<file path="src/rtl/bcd_to_bin.sv">
// Four-digit BCD to 14-bit binary converter using a sequential reverse double-dabble.
// One request takes 14 shift cycles; digits above 9 are flagged without shifting.
module bcd_to_bin (
    input  logic        CLK,
    input  logic        CLR,
    input  logic        START,
    input  logic [3:0]  D0,
    input  logic [3:0]  D1,
    input  logic [3:0]  D2,
    input  logic [3:0]  D3,
    output logic [13:0] BIN,
    output logic        BUSY,
    output logic        DONE,
    output logic        ERR
);

    typedef enum logic [1:0] {StIdle, StShift, StFin} state_e;

    state_e      state_q, state_d;
    logic [15:0] bcd_q, bcd_d;
    logic [13:0] sr_q, sr_d;
    logic [3:0]  cnt_q, cnt_d;
    logic [13:0] bin_q, bin_d;
    logic        err_q, err_d;

    logic [29:0] shifted;
    logic [15:0] bcd_fix;
    logic [3:0]  dig;
    logic        bad_digit;

    always_comb begin
        shifted = {bcd_q, sr_q} >> 1;
        bcd_fix = '0;
        dig     = '0;
        // Correct each digit after the shift, not before, so the result lands in sr.
        for (int i = 0; i < 4; i++) begin
            dig = shifted[14 + 4 * i +: 4];
            bcd_fix[4 * i +: 4] = dig[3] ? (dig - 4'd3) : dig;
        end
        bad_digit = (D0 > 4'd9) | (D1 > 4'd9) | (D2 > 4'd9) | (D3 > 4'd9);
    end

    always_comb begin
        state_d = state_q;
        bcd_d   = bcd_q;
        sr_d    = sr_q;
        cnt_d   = cnt_q;
        bin_d   = bin_q;
        err_d   = err_q;
        unique case (state_q)
            StIdle: begin
                if (START) begin
                    bcd_d = {D3, D2, D1, D0};
                    sr_d  = '0;
                    cnt_d = '0;
                    if (bad_digit) begin
                        err_d   = 1'b1;
                        bin_d   = '0;
                        state_d = StFin;
                    end else begin
                        err_d   = 1'b0;
                        state_d = StShift;
                    end
                end
            end
            StShift: begin
                bcd_d = bcd_fix;
                sr_d  = shifted[13:0];
                cnt_d = cnt_q + 4'd1;
                if (cnt_q == 4'd13) begin
                    bin_d   = shifted[13:0];
                    state_d = StFin;
                end
            end
            StFin: begin
                state_d = StIdle;
            end
            default: begin
                state_d = StIdle;
            end
        endcase
    end

    always_ff @(posedge CLK or negedge CLR) begin
        if (!CLR) begin
            state_q <= StIdle;
            bcd_q   <= '0;
            sr_q    <= '0;
            cnt_q   <= '0;
            bin_q   <= '0;
            err_q   <= 1'b0;
        end else begin
            state_q <= state_d;
            bcd_q   <= bcd_d;
            sr_q    <= sr_d;
            cnt_q   <= cnt_d;
            bin_q   <= bin_d;
            err_q   <= err_d;
        end
    end

    // Result register updates only on entry to FIN, hiding intermediate shifts.
    assign BIN  = bin_q;
    assign ERR  = err_q;
    assign BUSY = (state_q == StShift);
    assign DONE = (state_q == StFin);

endmodule
</file>
<file path="config.mk">
export PLATFORM = sky130hd
export DESIGN_NAME = bcd_to_bin
export DESIGN_NICKNAME = d
export VERILOG_FILES = /design/src/rtl/bcd_to_bin.sv
export SDC_FILE = /design/constraint.sdc
export NUM_CORES = 1
export LEC_CHECK = 0
export BUFFER_PORTS_ARGS = -buffer_cell sky130_fd_sc_hd__buf_4
export CORE_ASPECT_RATIO = 0.8
export CORE_MARGIN = 1.5
export CORE_UTILIZATION = 50
export CTS_CLUSTER_DIAMETER = 30
export CTS_CLUSTER_SIZE = 40
export DETAILED_ROUTE_END_ITERATION = 10
export PLACE_DENSITY_LB_ADDON = 0.3
export SLEW_MARGIN = 15
export SYNTH_ARGS = -nofsm -noshare
export SYNTH_HDL_FRONTEND = slang
export SYNTH_SLANG_ARGS = --single-unit
export TNS_END_PERCENT = 30
</file>
<file path="constraint.sdc">
create_clock -name CLK -period 3.4 [get_ports CLK]
set_input_delay 1.02 -clock CLK [delete_from_list [all_inputs] [get_ports CLK]]
set_output_delay 1.02 -clock CLK [all_outputs]
set_load 0.005 [all_outputs]
</file>
==> impl_metrics.ini <==
[sta]
clock.fmax_ghz = 0.4344
hold_viol_final = 0
setup_violations = 0
hold_ws_ns = 0.5040
setup_tns_ns = 0
tightest_slew_ns = 0.6262
rsz0062_at_grt = no
slew_headroom_pct = 58.25
slew_violations = 0
fin_crit_sh_pct = 67.71
fin_crit_ns = 2.302
clock_skew_ns = 0.01143

[floorplan]
die_x_um = 79.59
die_height_um = 64.27
fp-row-count = 22
die_area_sq_um = 5115
core_area_sq_um = 4542
ios = 36
start_util_pct = 51.65

[power]
finalPower_mw = 1.816
combPwrFrac_pct = 28.2
swShare_pct = 34.14
intPower_mw = 1.196
leakage_nw = 1.290
ir_drop_v = 0.0004296
pwr-share-seq_pct = 47.5
netSwitchingPower_mw = 0.6200
pwr-share-clk_pct = 24.3
power_density_nw_per_um2 = 660.1

[routing]
first_iter_violations = 134
drt-total-wl_mm = 4.998
route.detailed.drc = 0
dr_total_vias = 1797
ant_nets = 0
first_pass_iters = 4
drt-vias-per-instance = 5.741
post_drt_wl_per_cell_um = 15.97

[yosys]
ys_types = 32
ys_seq_elements = 50
syn-num-nets = 247
yosys.area.top_type_share_pct = 53.33
postSynth.asyncResetShare_pct = 100.0
ys.flop_type = dfrtp_1
ys_seq_area_share_pct = 53.33
netlist_area_sq_um = 2346
synth_edf_count = 0
yosysWarningCount = 0
syn_inst = 223
yosys-top-cells-area = dfrtp_1 53%, o21ai_0 7.9%, a22o_1 5.2%
syn_avg_cell_area_sq_um = 10.52
synth_area_leader_cell = dfrtp_1

[setup_path]
crit_arrival_ns = 1.28
worstPathMaxFanout = 15
cp-end-kind = output port
r2r_cells = 3
worstPathRequired_ns = 2.38
worst_setup_path_start_kind = register
critPathKind = reg2out

[final_layout]
fillers = 398
nNetsFinal = 276
drive_gt1_share_pct = 19.37
syn_to_final_growth_pct = 17.28
multiInputGateArea_sq_um = 1011
diodes = 0
regArea_sq_um = 1251

[clocking]
htreeDepth = 2
cts_buffer_depth = 2
clock-sinks = 50
cts_inserted_buffers = 5
post_cts_buffers = 0
cts_tree = built
postCtsResizedCells = 0
clock_latency_ns = 0.30
path_clk_slew_ns = 0.10
clock-root-buffer = clkbuf_8
postCtsHoldBufs = 0

[grt]
grt_pass1_wl_mm = 8.466
grt_overflow = 0
antenna_found_initial = 0
track_usage_pct = 21.44
grt_max_degree = 51
grt_pass1_vias = 1715

[placement]
io_buffers = 35
gp_congestion = 0.8616
hpwl_mm = 3.218

[job]
drv_cap = 0

[run_status]
status = completed

[hold_path]
hold_class = reg2reg
min_path_cells = 2
cells in the final DEF, fill, tap and decap left out:
master	netlist	routed
a21oi_1	7	7
o31ai_1	3	3
mux2_2	1	1
xor2_1	4	4
inv_6	0	1
o21ai_0	37	37
a21o_1	1	1
or3b_1	1	1
a22oi_1	3	3
o22ai_1	1	1
xnor2_1	3	3
a211oi_1	3	3
buf_4	0	38
nand2_1	13	13
ha_1	5	5
nand3_1	17	17
nand4_1	1	1
dfrtp_1	50	50
mux2i_1	9	9
clkbuf_8	0	6
nor2b_1	12	12
a22o_1	14	14
o21bai_2	0	1
nand3b_1	1	1
nand2b_1	1	1
inv_1	2	2
o21ai_1	4	4
o22a_1	3	3
and3_1	1	1
bufinv_16	0	1
a41oi_4	1	1
nor2_1	7	7
or3_1	1	1
cells by family after synthesis:
logic type	share of synthesized area (%)
XOR/XNOR	2.613
multiplexers	4.320
buffers and inverters	3.734
adder cells (fa/ha/maj)	2.667
flip-flops	53.33
AO/OA/AOI/OAI	21.55
AND/OR/NAND/NOR	11.79
flip-flops by register name, indices dropped and copies added (netlist names):
register  flops
BIN          14
ERR           1
bcd_q        16
cnt_q         4
sr_q         13
state_q       2
power groups by stage:
stage	registers, mW	logic, mW	clock network (mW)
after global routing	0.884	0.576	0.476
after floorplan	0.821	0.404	0
after detailed placement	0.873	0.507	0
after CTS	0.861	0.512	0.451
final	0.863	0.511	0.442
after global placement	0.868	0.496	0
critical path, cell delays in order, from the launching register on:
cell and delay [ns]:
dfrtp_1 0.64, nand2b_1 0.13, inv_1 0.10, buf_4 0.11
routing by layer:
layer  up-vias  routed length, um  global-route usage [%]  part of all wire [%]
met1       890               2495                   33.43                    50
met5         -                  0                       0                     0
li1        861                  -                       -                     -
met2        44               2247                   30.51                    45
met4         0                 26                   5.702                  0.52
met3         2                228                   3.857                   4.6
final timing paths:
check | slack [ns] | start | endpoint
max | 1.10 | state_q[0] | BUSY
max reg2reg | 1.33 | state_q[0] | BIN[5]
min | 0.50 | bcd_q[15] | bcd_q[14]
max in group asynchronous | 2.24 | CLR | sr_q[8]
min in group asynchronous | 0.73 | CLR | bcd_q[5]
min reg2reg | 0.50 | bcd_q[15] | bcd_q[14]
through the flow:
step                      utilization [%]  setup slack, ns  area, sq um  cells
after floorplan                         -            1.323         2346    223
after global routing                60.58           0.9569         2751    313
after CTS                           60.58            1.083         2751    313
after detailed placement            57.91           0.7955         2630    305
final                               60.58            1.098         2751    313
after global placement              57.91           0.9002         2630    305
cell usage after synthesis, types with 5 or more instances:
master    count
mux2i_1       9
dfrtp_1      50
nand2_1      13
nand3_1      17
a21oi_1       7
clkbuf_1     10
ha_1          5
nor2_1        7
nor2b_1      12
a22o_1       14
o21ai_0      37
cell type report:
class,count,area share [%]
flip-flops and latches,50,45.48
repair buffers,38,10.37
inverters,2,0.2729
clock buffers,6,3.001
well taps,60,2.729
multi-input cells,155,36.74
clock inverters,2,1.410
(Power assumes the default switching activity.)
